## config.mk

```make
export PLATFORM = sky130hd
export DESIGN_NAME = oka_16bit_seq_ctrl
export DESIGN_NICKNAME = d
export VERILOG_FILES = /design/src/rtl/oka_16bit_seq_ctrl.sv
export SDC_FILE = /design/constraint.sdc
export NUM_CORES = 1
export LEC_CHECK = 0
export CAP_MARGIN = 20
export CORE_ASPECT_RATIO = 1.2
export CORE_MARGIN = 2
export CORE_UTILIZATION = 46
export DETAILED_ROUTE_END_ITERATION = 8
export PLACE_DENSITY = 0.75
export SETUP_SLACK_MARGIN = 0.05
export SLEW_MARGIN = 5
export SYNTH_ARGS = -nofsm -noshare
export SYNTH_HDL_FRONTEND = slang
export SYNTH_SLANG_ARGS = --single-unit
export TNS_END_PERCENT = 30
```

## constraint.sdc

```tcl
create_clock -name clk -period 2 [get_ports clk]
set_input_delay 0.4 -clock clk [delete_from_list [all_inputs] [get_ports clk]]
set_output_delay 0.4 -clock clk [all_outputs]
set_load 0.02 [all_outputs]
```

## src/rtl/oka_16bit_seq_ctrl.sv

```systemverilog
// Sequencing controller for a time-multiplexed GF(2) Karatsuba multiplier.
// One external H-bit sub-multiplier is shared across z0, z2 and z1, then the result is recombined.
module oka_16bit_seq_ctrl #(
  parameter int W     = 16,
  parameter int CNT_W = 16
) (
  input  logic                 clk,
  input  logic                 rst_n,
  input  logic                 in_valid,
  output logic                 in_ready,
  input  logic [W-1:0]         a,
  input  logic [W-1:0]         b,
  output logic                 out_valid,
  input  logic                 out_ready,
  output logic [2*W-2:0]       y,
  output logic [W/2-1:0]       mul_a,
  output logic [W/2-1:0]       mul_b,
  input  logic [W-2:0]         mul_y,
  output logic                 mul_en,
  output logic                 busy,
  output logic [CNT_W-1:0]     ops_done
);

  localparam int H = W / 2;

  typedef enum logic [2:0] {
    S_IDLE = 3'd0,
    S_P0   = 3'd1,
    S_P1   = 3'd2,
    S_P2   = 3'd3,
    S_DONE = 3'd4
  } state_t;

  state_t           r_state;
  state_t           w_next;
  logic [W-1:0]     r_a;
  logic [W-1:0]     r_b;
  logic [W-2:0]     r_z0;
  logic [W-2:0]     r_z2;
  logic [2*W-2:0]   r_y;
  logic [CNT_W-1:0] r_ops;
  logic             w_accept;
  logic             w_retire;
  logic [W-2:0]     w_mid;
  logic [2*W-2:0]   w_y;

  assign in_ready  = (r_state == S_IDLE) || ((r_state == S_DONE) && out_ready);
  assign out_valid = (r_state == S_DONE);
  assign busy      = (r_state != S_IDLE);
  assign w_accept  = in_valid && in_ready;
  assign w_retire  = out_valid && out_ready;
  assign y         = r_y;
  assign ops_done  = r_ops;

  // Karatsuba recombination: middle term is z1 ^ z0 ^ z2, everything XOR-combined.
  assign w_mid = mul_y ^ r_z0 ^ r_z2;
  assign w_y   = {{W{1'b0}}, r_z0}
               ^ ({{W{1'b0}}, w_mid} << H)
               ^ ({{W{1'b0}}, r_z2} << W);

  // State register.
  always_ff @(posedge clk or negedge rst_n) begin
    if (!rst_n) begin
      r_state <= S_IDLE;
    end else begin
      r_state <= w_next;
    end
  end

  // Next-state decode; DONE may jump straight to P0 when a new pair arrives on retire.
  always_comb begin
    w_next = r_state;
    case (r_state)
      S_IDLE: begin
        if (w_accept) w_next = S_P0;
        else          w_next = S_IDLE;
      end
      S_P0:   w_next = S_P1;
      S_P1:   w_next = S_P2;
      S_P2:   w_next = S_DONE;
      S_DONE: begin
        if (out_ready && in_valid) w_next = S_P0;
        else if (out_ready)        w_next = S_IDLE;
        else                       w_next = S_DONE;
      end
      default: w_next = S_IDLE;
    endcase
  end

  // Sub-multiplier operand selection; held at zero outside P0..P2 for operand isolation.
  always_comb begin
    mul_a  = {H{1'b0}};
    mul_b  = {H{1'b0}};
    mul_en = 1'b0;
    case (r_state)
      S_P0: begin
        mul_a  = r_a[H-1:0];
        mul_b  = r_b[H-1:0];
        mul_en = 1'b1;
      end
      S_P1: begin
        mul_a  = r_a[W-1:H];
        mul_b  = r_b[W-1:H];
        mul_en = 1'b1;
      end
      S_P2: begin
        mul_a  = r_a[H-1:0] ^ r_a[W-1:H];
        mul_b  = r_b[H-1:0] ^ r_b[W-1:H];
        mul_en = 1'b1;
      end
      default: begin
        mul_a  = {H{1'b0}};
        mul_b  = {H{1'b0}};
        mul_en = 1'b0;
      end
    endcase
  end

  // Operand latch, partial products, result and completion counter.
  always_ff @(posedge clk or negedge rst_n) begin
    if (!rst_n) begin
      r_a   <= {W{1'b0}};
      r_b   <= {W{1'b0}};
      r_z0  <= {(W-1){1'b0}};
      r_z2  <= {(W-1){1'b0}};
      r_y   <= {(2*W-1){1'b0}};
      r_ops <= {CNT_W{1'b0}};
    end else begin
      if (w_accept) begin
        r_a <= a;
        r_b <= b;
      end
      case (r_state)
        S_P0:    r_z0 <= mul_y;
        S_P1:    r_z2 <= mul_y;
        S_P2:    r_y  <= w_y;
        default: r_y  <= r_y;
      endcase
      if (w_retire) begin
        r_ops <= r_ops + {{(CNT_W-1){1'b0}}, 1'b1};
      end
    end
  end

endmodule

```

Word-level counts from Yosys, hierarchy flattened
Cells that the tools add are included.

word-level totals
  register bits = 112
  output and inout bits = 67

cells by class
  add/sub/neg operators = 1
  equal/unequal tests = 4
  mux-type cells = 7
  bitwise gates (word level) = 6
  reduce and logical (&&, ||, !) cells = 7

operators by type and width
  kind                     count
  $pmux W8 S3              2
  $xor A23 B31 Y31         1
  $xor A15 B15 Y15         2
  $xor A15 B23 Y23         1
  $add A16 B1 Y16 const B  1
  $xor A8 B8 Y8            2
  $pmux W3 S5              1
  $eq A3 B2 Y1 const B     2
  $mux W3                  2
  $eq A3 B1 Y1 const B     1
  $eq A3 B3 Y1 const B     1
  $logic_and A1 B1 Y1      3
  $logic_not A3 Y1         1
  $reduce_bool A3 Y1       1
  $reduce_or A3 Y1         1
  $mux W1                  2
  $logic_or A1 B1 Y1       1

Longest topological paths before layout
Gate-level depths: netlist of run 1.

  depth in word-level cells = 6
  gate-level depth with buffers = 6
  mapped depth without buffers = 6

Worst setup path before layout of run 1
Ideal clock, no wire load.

  path kind = register to register
  from = reg r_state[1]
  to = reg r_a[0]
  arrival time = 1.874 ns
  slack = 0.001 ns
  stages on the path, launching flop included = 6
  period minus slack after synthesis = 1.999 ns
  cells stage by stage = dfrtp_1 -> nor2_1 -> a21boi_0 -> nand2_1 -> buf_2 -> mux2_2

on the way
  word-level cells in the longest chain between the ends = 4

RTL lines
  what                      RTL line  text
  start: declaration        34        state_t r_state;
  start signal: assignment  66        r_state <= w_next;
  $eq A3 B3 Y1              47        assign in_ready = (r_state == S_IDLE) || ((r_state == S_DONE) && out_ready);
  $logic_and A1 B1 Y1       47
  $logic_or A1 B1 Y1 (*)    47
  named net in_ready        10        output logic in_ready,
  $logic_and A1 B1 Y1 (*)   50        assign w_accept = in_valid && in_ready;
  end signal: assignment    122       r_a <= {W{1'b0}};
  end: declaration          36        logic [W-1:0] r_a;

The timed path passes the listed nets; every way through them passes the cells marked *.
A chain may end at the register's enable or synchronous reset.

Worst setup path in the final report of run 1
  from = reg r_state[0]
  to = out mul_a[7]

on the way
  word-level cells in the longest chain between the ends = 2

RTL lines
  what                                          RTL line  text
  $eq A3 B2 Y1 or $eq A3 B1 Y1 (tied branches)  95        case (r_state)
  $pmux W8 S3 (*)                               95
  end: declaration                              16        output logic [W/2-1:0] mul_a,

Every way passes the cells marked *; elsewhere a longest branch is shown, timed or not.

==> results of run 1 <==
-- through the flow --
| step | utilization [%] | area [um^2] | TNS [ns] |
|---|---|---|---|
| 2_1_floorplan | - | 4940 | 0 |
| 3_3_place_gp | 61.2 | 6430 | -0.997 |
| 3_5_place_dp | 61.2 | 6430 | -1.16 |
| 4_1_cts | 63.9 | 6720 | 0 |
| 5_1_grt | 63.3 | 6660 | 0 |
| 6_report | 63.3 | 6660 | 0 |
-- worst min-delay path: stages, from the launching register on --
cell	delay, ns
sky130_fd_sc_hd__dfrtp_1	0.34
sky130_fd_sc_hd__nand2_1	0.05
sky130_fd_sc_hd__o21ai_0	0.06
-- path summary, 6_finish.rpt --
check / endpoint / slack [ns] / cells after the start
max in group asynchronous: r_a[3]$_DFFE_PN0P_ / 0.92 / 3
max: mul_a[7] / 0.09 / 5
min in group asynchronous: y[24]$_DFFE_PN0N_ / 0.50 / 2
min reg2reg: y[18]$_DFFE_PN0N_ / 0.48 / 2
max reg2reg: ops_done[7]$_DFFE_PN0P_ / 0.20 / 7
min: y[18]$_DFFE_PN0N_ / 0.48 / 2
-- routing by layer --
metal | wire, um | GRT usage, % | vias to the layer above
li1 | - | - | 1602
met1 | 4200 | 22.9 | 1647
met2 | 5130 | 29.7 | 87
met3 | 593 | 4.33 | 16
met4 | 201 | 7.71 | 0
met5 | 0 | 0 | -
-- power by group through the flow --
stage | Clock (mW) | Sequential [mW] | Combinational (mW)
after floorplan | 0 | 4.28 | 3.34
after global placement | 0 | 3.96 | 5.86
after detailed placement | 0 | 4.02 | 5.98
after CTS | 1.70 | 3.98 | 5.87
after global routing | 1.79 | 4.11 | 6.14
final | 1.64 | 3.98 | 5.68
-- final cells by class --
| type | count | area [um^2] |
|---|---|---|
| fillers | 816 | 3860 |
| flip-flops and latches | 112 | 2800 |
| multi-input cells | 267 | 2060 |
| repair buffers | 140 | 1340 |
| clock buffers | 10 | 229 |
| well taps | 129 | 161 |
| clock inverters | 6 | 43.8 |
| inverters | 3 | 11.3 |
-- kinds of logic (layout without fill, tap and decap cells) --
family / count (synthesis) / in the layout / share of synthesized area [%]
AOI/OAI and AO/OA: 17 / 17 / 1.77
xor gates and xnor gates: 68 / 68 / 12.1
muxes: 78 / 78 / 17.8
and+or+nand+nor: 103 / 103 / 9.63
DFF: 112 / 112 / 56.7
buffers and inverters: 20 / 159 / 1.77
adders and majority gates: 1 / 1 / 0.253
-- cell usage in the layout, fill, tap and decap left out, drive strengths merged, types with 2 or more instances in the layout --
master / count
and4: 2
buf: 30
clkbuf: 19
clkdlybuf4s15: 3
clkdlybuf4s50: 96
clkinv: 4
dfrtp: 112
inv: 4
mux2: 78
nand2: 59
nand3: 3
nand4: 4
nor2: 22
nor3: 2
nor3b: 2
o21ai: 16
xnor2: 62
xor2: 6
-- registers in the layout, indices dropped and copies added, names as in the netlist --
name,flops
r_z0,15
r_a,16
r_b,16
y,31
r_z2,15
r_state,3
ops_done,16
-- what timing repair did --
item,4_1_cts,5_1_grt
pin swaps,0,0
setup endpoints to repair,20,20
endpoints found under the hold margin,19,0
gates resized for setup,45,23
hold buffers,1,0
==> report_table.html, run 1 <==
<table>
<tr><th>Metric</th><th>Value</th></tr>
<tr><th colspan="2">Run status</th></tr>
<tr><td>Outcome</td><td>finished clean</td></tr>
<tr><th colspan="2">Hold path</th></tr>
<tr><td>Worst Hold Launch</td><td>y[18]$_DFFE_PN0N_</td></tr>
<tr><td>Hold crit path type</td><td>reg2reg</td></tr>
<tr><th colspan="2">Placed design</th></tr>
<tr><td>Pre-CTS setup slack</td><td>-0.195 ns</td></tr>
<tr><td>Count of input and output buffers</td><td>~120</td></tr>
<tr><td>Half-perimeter wire length after detailed placement</td><td>about 7200 um</td></tr>
<tr><td>Routability congestion estimate</td><td>approximately 0.85</td></tr>
<tr><td>Number of placed instances, taps included</td><td>between 600 and 700</td></tr>
<tr><th colspan="2">Pwr</th></tr>
<tr><td>Power share of the clock group</td><td>14.5%</td></tr>
<tr><td>Maximum vdd drop</td><td>between 0.0009 and 0.001 V</td></tr>
<tr><td>Power density normalized to cell area</td><td>between 1500 and 2000 nW/um^2</td></tr>
<tr><td>Internal power consumption</td><td>between 7 and 8 mW</td></tr>
<tr><td>Final Total Pwr</td><td>roughly 11 mW</td></tr>
<tr><td>Net switching component of the power</td><td>4.15 mW</td></tr>
<tr><td>Switching part of the total</td><td>36.7%</td></tr>
<tr><td>Combinational Power Share</td><td>between 50% and 60%</td></tr>
<tr><td>Seq pwr share</td><td>around a third</td></tr>
<tr><td>P_leak</td><td>roughly 2.9 nW</td></tr>
<tr><th colspan="2">Detailed routing</th></tr>
<tr><td>DRT Wirelength</td><td>10,100 um</td></tr>
<tr><td>Number of DRC markers in iteration 0</td><td>just over 80</td></tr>
<tr><td>Post-route antenna net violation count</td><td>0</td></tr>
<tr><td>Average vias per placed instance</td><td>5.03</td></tr>
<tr><td>Detail-routed net length per standard cell</td><td>15.2 um</td></tr>
<tr><td>Number of vias after detailed routing</td><td>roughly 3,400</td></tr>
<tr><td>First drt pass iteration count</td><td>4</td></tr>
<tr><td>DRC violation count after routing</td><td>0</td></tr>
<tr><th colspan="2">Yosys</th></tr>
<tr><td>Proportion of synthesized chip area in sequential cells</td><td>roughly 57%</td></tr>
<tr><td>Library cell with the highest instance count after synthesis</td><td>sky130_fd_sc_hd__dfrtp_1</td></tr>
<tr><td>Number of storage elements in the synthesis netlist</td><td>about 110</td></tr>
<tr><td>Number of enable flip-flop cells after synthesis</td><td>0</td></tr>
<tr><td>Top cells by area, synth</td><td>sky130_fd_sc_hd__dfrtp_1, sky130_fd_sc_hd__mux2_2, sky130_fd_sc_hd__xnor2_1</td></tr>
<tr><td>Post-synth top area cell</td><td>sky130_fd_sc_hd__dfrtp_1</td></tr>
<tr><td>Number of synthesis warnings</td><td>0</td></tr>
<tr><td>Primary FF master, synth</td><td>sky130_fd_sc_hd__dfrtp_1</td></tr>
<tr><td>Post-synthesis cell count</td><td>~400</td></tr>
<tr><td>Area share of the largest cell type after synthesis</td><td>between 50% and 60%</td></tr>
<tr><td>Ys async rst share</td><td>100%</td></tr>
<tr><td>Most frequent cells after synthesis</td><td>sky130_fd_sc_hd__dfrtp_1, sky130_fd_sc_hd__mux2_2, sky130_fd_sc_hd__xnor2_1</td></tr>
<tr><td>Post-Synthesis Cell Area</td><td>roughly 4900 um^2</td></tr>
<tr><td>Cell variety after synth</td><td>28</td></tr>
<tr><td>Net Count, Synth</td><td>around 450</td></tr>
<tr><td>Post-Syn Area per Cell</td><td>12.4 um^2</td></tr>
<tr><th colspan="2">Global route</th></tr>
<tr><td>Number of global-route vias before repair</td><td>roughly 3,500</td></tr>
<tr><td>Overall global routing resource usage</td><td>between 10% and 20%</td></tr>
<tr><td>First-pass GRT wire length</td><td>16,900 um</td></tr>
<tr><td>Number of antenna violations at the first check in global routing</td><td>0</td></tr>
<tr><td>Global route overflow</td><td>0</td></tr>
<tr><td>Pin count of the biggest net entering global routing</td><td>54</td></tr>
<tr><th colspan="2">CTS</th></tr>
<tr><td>Reg clk slew, reported paths</td><td>~0.07 ns</td></tr>
<tr><td>Number of buffers inserted by post-CTS setup repair</td><td>0</td></tr>
<tr><td>Maximum level of the CTS H-tree</td><td>3</td></tr>
<tr><td>Clock insertion delay at the later pin of the skew report</td><td>between 0.3 and 0.4 ns</td></tr>
<tr><td>Maximum clock insertion buffer count</td><td>2</td></tr>
<tr><td>Clock buffer count from CTS</td><td>9</td></tr>
<tr><td>Clock tree from TritonCTS</td><td>built</td></tr>
<tr><td>TritonCTS Sinks</td><td>approximately 110</td></tr>
<tr><td>Clock Tree Root</td><td>sky130_fd_sc_hd__clkbuf_16</td></tr>
<tr><th colspan="2">Timing</th></tr>
<tr><td>Final min period</td><td>1.91 ns</td></tr>
<tr><td>Number of hold violations in the final report</td><td>0</td></tr>
<tr><td>Worst slack on hold paths</td><td>0.479 ns</td></tr>
<tr><td>Worst-case setup margin in the final layout</td><td>around 0.09 ns</td></tr>
<tr><td>Number of pins exceeding their max-slew limit in the final report</td><td>0</td></tr>
<tr><td>Worst Clk Skew</td><td>between 0.008 and 0.009 ns</td></tr>
<tr><td>Transition time at the pin with the least slew margin</td><td>around 0.31 ns</td></tr>
<tr><td>Part of the cycle the worst path needs</td><td>a little over nine tenths</td></tr>
<tr><td>Setup violators final</td><td>0</td></tr>
<tr><td>Highest clock frequency the design can meet</td><td>between 500 and 600 MHz</td></tr>
<tr><td>RSZ-0062 raised after global routing</td><td>yes</td></tr>
<tr><td>Worst relative slew slack</td><td>about four fifths</td></tr>
<tr><th colspan="2">Critical path</th></tr>
<tr><td>Dominant delay contributor by cell family on the critical path</td><td>buffers and inverters</td></tr>
<tr><td>Data required time at the worst endpoint</td><td>roughly 1.6 ns</td></tr>
<tr><td>Peak per-stage delay on the critical path</td><td>0.41 ns</td></tr>
<tr><td>Critical-path top delay cell</td><td>sky130_fd_sc_hd__dfrtp_1</td></tr>
<tr><td>Maximum net fanout on the critical path</td><td>20</td></tr>
<tr><td>Type of destination of the critical path</td><td>primary output</td></tr>
<tr><td>Launching element of the worst setup path</td><td>r_state[0]$_DFF_PN0_</td></tr>
<tr><td>FF-to-FF Start</td><td>r_state[1]$_DFF_PN0_</td></tr>
<tr><td>Worst Path Class, Setup</td><td>reg2out</td></tr>
<tr><td>CP cell instances</td><td>buf_12 -&gt; nand2_1 -&gt; xnor2_1 -&gt; nor2_1 -&gt; clkdlybuf4s15_1</td></tr>
<tr><td>Category of the worst setup path launch point</td><td>flop</td></tr>
<tr><td>WP data arrival</td><td>1.51 ns</td></tr>
<tr><td>Count of buffer and inverter cells on the critical path</td><td>2</td></tr>
<tr><th colspan="2">Job</th></tr>
<tr><td>Max-capacitance violation count</td><td>0</td></tr>
<tr><th colspan="2">Floorplan</th></tr>
<tr><td>I/O pin count</td><td>~120</td></tr>
<tr><td>Initial cell density of the core</td><td>47.0%</td></tr>
<tr><td>Number of rows created at floorplan</td><td>approximately 40</td></tr>
<tr><td>Core region area</td><td>10,500 um^2</td></tr>
<tr><td>Die width</td><td>between 90 and 100 um</td></tr>
<tr><td>Total Die Area</td><td>between 10,000 and 15,000 um^2</td></tr>
<tr><td>Die Span Y</td><td>between 100 and 150 um</td></tr>
<tr><th colspan="2">Layout</th></tr>
<tr><td>Final layout net count</td><td>585</td></tr>
<tr><td>Post-route insts no fill</td><td>667</td></tr>
<tr><td>Ratio of cells with drive above 1 in the final layout</td><td>26.6%</td></tr>
<tr><td>Signed area change from the synthesized netlist to the final layout</td><td>34.7%</td></tr>
<tr><td>Total inserted antenna cells</td><td>0</td></tr>
</table>
Power figures use the tool's default switching activity.
==> run 2: changes to the inputs <==
--- a/config.mk
+++ b/config.mk
@@ -11,6 +11,7 @@
 export CORE_UTILIZATION = 46
 export DETAILED_ROUTE_END_ITERATION = 8
 export PLACE_DENSITY = 0.75
+export REMOVE_ABC_BUFFERS = 1
 export SETUP_SLACK_MARGIN = 0.05
 export SLEW_MARGIN = 5
 export SYNTH_ARGS = -nofsm -noshare
==> report_table.html, run 2 (same netlist as run 1, synthesis figures left out) <==
<table>
<tr><th>Metric</th><th>Value</th></tr>
<tr><th colspan="2">Layout</th></tr>
<tr><td>Sequential standard cell area</td><td>around 2800 um^2</td></tr>
<tr><td>Filler cells</td><td>~840</td></tr>
<tr><td>Final layout net count</td><td>slightly below 600</td></tr>
<tr><td>Post-layout instance area</td><td>6690 um^2</td></tr>
<tr><td>Post-route insts no fill</td><td>660</td></tr>
<tr><td>Total inserted antenna cells</td><td>0</td></tr>
<tr><td>Leading cell types in the layout, fill and taps excluded</td><td>sky130_fd_sc_hd__dfrtp_1, sky130_fd_sc_hd__clkdlybuf4s50_1, sky130_fd_sc_hd__mux2_2, sky130_fd_sc_hd__xnor2_1, sky130_fd_sc_hd__nand2_1</td></tr>
<tr><td>Post-layout util</td><td>approximately 64%</td></tr>
<tr><td>Ratio of cells with drive above 1 in the final layout</td><td>26.2%</td></tr>
<tr><td>Leading cell type in the layout, fill and taps excluded</td><td>sky130_fd_sc_hd__dfrtp_1</td></tr>
<tr><td>Area occupied by multi-input gates</td><td>2050 um^2</td></tr>
<tr><td>Number of flip-flops in the largest register</td><td>31</td></tr>
<tr><td>Signed area change from the synthesized netlist to the final layout</td><td>35.4%</td></tr>
<tr><th colspan="2">Floorplan</th></tr>
<tr><td>Core region area</td><td>between 10,000 and 15,000 um^2</td></tr>
<tr><td>Die width</td><td>roughly 99 um</td></tr>
<tr><td>Number of rows created at floorplan</td><td>slightly above 40</td></tr>
<tr><td>Die Span Y</td><td>between 100 and 150 um</td></tr>
<tr><td>Total Die Area</td><td>between 10,000 and 15,000 um^2</td></tr>
<tr><td>Initial cell density of the core</td><td>a little under half</td></tr>
<tr><td>I/O pin count</td><td>118</td></tr>
<tr><th colspan="2">Timing</th></tr>
<tr><td>Part of the cycle the worst path needs</td><td>93.5%</td></tr>
<tr><td>Number of pins exceeding their max-slew limit in the final report</td><td>0</td></tr>
<tr><td>Final min period</td><td>roughly 1.9 ns</td></tr>
<tr><td>Number of hold violations in the final report</td><td>0</td></tr>
<tr><td>Transition time at the pin with the least slew margin</td><td>a little under 0.6 ns</td></tr>
<tr><td>Worst relative slew slack</td><td>around three fifths</td></tr>
<tr><td>Post-route setup TNS</td><td>0 ns</td></tr>
<tr><td>RSZ-0062 raised after global routing</td><td>yes</td></tr>
<tr><td>Worst Clk Skew</td><td>around 0.007 ns</td></tr>
<tr><td>Setup violators final</td><td>0</td></tr>
<tr><td>Worst slack on hold paths</td><td>between 0.1 and 0.15 ns</td></tr>
<tr><td>Highest clock frequency the design can meet</td><td>535 MHz</td></tr>
<tr><td>Worst-case setup margin in the final layout</td><td>0.130 ns</td></tr>
<tr><th colspan="2">Detailed routing</th></tr>
<tr><td>DRT Wirelength</td><td>about 9600 um</td></tr>
<tr><td>Post-route antenna net violation count</td><td>0</td></tr>
<tr><td>Number of DRC markers in iteration 0</td><td>73</td></tr>
<tr><td>Average vias per placed instance</td><td>4.99</td></tr>
<tr><td>First drt pass iteration count</td><td>4</td></tr>
<tr><td>Detail-routed net length per standard cell</td><td>14.6 um</td></tr>
<tr><td>Number of vias after detailed routing</td><td>roughly 3,300</td></tr>
<tr><td>DRC violation count after routing</td><td>0</td></tr>
<tr><th colspan="2">Placed design</th></tr>
<tr><td>Pre-CTS setup slack</td><td>-0.196 ns</td></tr>
<tr><td>Count of input and output buffers</td><td>117</td></tr>
<tr><td>Routability congestion estimate</td><td>0.778</td></tr>
<tr><td>Half-perimeter wire length after detailed placement</td><td>~6700 um</td></tr>
<tr><td>Number of placed instances, taps included</td><td>between 600 and 700</td></tr>
<tr><td>Placed standard-cell area</td><td>between 6000 and 7000 um^2</td></tr>
<tr><th colspan="2">CTS</th></tr>
<tr><td>Clock Tree Root</td><td>sky130_fd_sc_hd__clkbuf_16</td></tr>
<tr><td>TritonCTS Sinks</td><td>around 110</td></tr>
<tr><td>Maximum clock insertion buffer count</td><td>2</td></tr>
<tr><td>Clock tree from TritonCTS</td><td>built</td></tr>
<tr><td>Clock buffer count from CTS</td><td>9</td></tr>
<tr><td>Clock insertion delay at the later pin of the skew report</td><td>between 0.3 and 0.4 ns</td></tr>
<tr><td>Number of buffers inserted by post-CTS setup repair</td><td>0</td></tr>
<tr><td>Maximum level of the CTS H-tree</td><td>3</td></tr>
<tr><td>Total of hold buffers inserted after clock tree synthesis</td><td>0</td></tr>
<tr><td>Reg clk slew, reported paths</td><td>roughly 0.07 ns</td></tr>
<tr><th colspan="2">Pwr</th></tr>
<tr><td>Final Total Pwr</td><td>about 12 mW</td></tr>
<tr><td>Power density normalized to cell area</td><td>roughly 1700 nW/um^2</td></tr>
<tr><td>P_leak</td><td>between 2 and 3 nW</td></tr>
<tr><td>Maximum vdd drop</td><td>roughly 0.00087 V</td></tr>
<tr><th colspan="2">Global route</th></tr>
<tr><td>Pin count of the biggest net entering global routing</td><td>about 110</td></tr>
<tr><td>First-pass GRT wire length</td><td>around 16,000 um</td></tr>
<tr><td>Overall global routing resource usage</td><td>around 17%</td></tr>
<tr><td>Number of antenna violations at the first check in global routing</td><td>0</td></tr>
<tr><td>Number of global-route vias before repair</td><td>3,419</td></tr>
<tr><td>Global route overflow</td><td>0</td></tr>
<tr><th colspan="2">Critical path</th></tr>
<tr><td>WP data arrival</td><td>around 1.5 ns</td></tr>
<tr><td>Worst Path Class, Setup</td><td>reg2out</td></tr>
<tr><td>Maximum net fanout on the critical path</td><td>7</td></tr>
<tr><td>Data required time at the worst endpoint</td><td>approximately 1.6 ns</td></tr>
<tr><td>Minimum setup slack among reg-to-reg paths</td><td>~0.16 ns</td></tr>
<tr><td>Category of the worst setup path launch point</td><td>flop</td></tr>
<tr><td>Type of destination of the critical path</td><td>primary output</td></tr>
<tr><td>Number of cell instances on the worst register-to-register path</td><td>5</td></tr>
<tr><th colspan="2">Hold path</th></tr>
<tr><td>Hold crit path type</td><td>in2async</td></tr>
<tr><th colspan="2">Job</th></tr>
<tr><td>Max-capacitance violation count</td><td>0</td></tr>
<tr><th colspan="2">Run status</th></tr>
<tr><td>Outcome</td><td>finished clean</td></tr>
</table>
[run 2: cell types whose count changed in the layout (fill, tap and decap cells not counted), moves of 3 or more]
| cell | delta |
|---|---|
| sky130_fd_sc_hd__clkbuf_2 | -7 |
| sky130_fd_sc_hd__buf_4 | -7 |
| sky130_fd_sc_hd__clkbuf_8 | +3 |
| sky130_fd_sc_hd__clkdlybuf4s15_2 | +7 |
[run 2: critical path, cell delays in order (launching register included)]
cell	delay (ns)
sky130_fd_sc_hd__dfrtp_2	0.43
sky130_fd_sc_hd__buf_4	0.17
sky130_fd_sc_hd__or3_1	0.36
sky130_fd_sc_hd__buf_2	0.16
[run 2: area by class of cell]
type / instances / area share, %
inverters: 3 / 0.168
repair buffers: 133 / 20.0
clock inverters: 4 / 0.767
clock buffers: 12 / 3.99
multi-input cells: 267 / 30.7
flip-flops and latches: 112 / 41.9
well taps: 129 / 2.41
[run 2: worst paths after layout]
kind | start | to
setup / recovery | r_state[1]$_DFF_PN0_ | busy
hold reg to reg | ops_done[15]$_DFFE_PN0P_ | ops_done[15]$_DFFE_PN0P_
min in group clk | ops_done[15]$_DFFE_PN0P_ | ops_done[15]$_DFFE_PN0P_
max in group asynchronous | rst_n | r_state[0]$_DFF_PN0_
setup reg to reg | r_state[0]$_DFF_PN0_ | ops_done[14]$_DFFE_PN0P_
hold / removal | rst_n | y[0]$_DFFE_PN0N_
[run 2: routing by layer]
| metal | wire (um) | track usage, % | share of wire, % | vias up |
|---|---|---|---|---|
| met5 | 0 | 0 | 0 | - |
| met4 | 203 | 7.79 | 2.1 | 0 |
| met3 | 524 | 4.16 | 5.4 | 12 |
| met2 | 4710 | 28.1 | 49 | 78 |
| met1 | 4190 | 22.3 | 44 | 1621 |
| li1 | - | - | - | 1584 |
[run 2: power by group]
group          switching [mW]  internal [mW]
sequential              0.664           3.31
combinational            2.63           3.06
clock                   0.776           1.07
[run 2: timing repair]
item	in CTS	in global routing
cloned	0	0
gates resized for setup	57	15
endpoints found under the setup margin	20	19
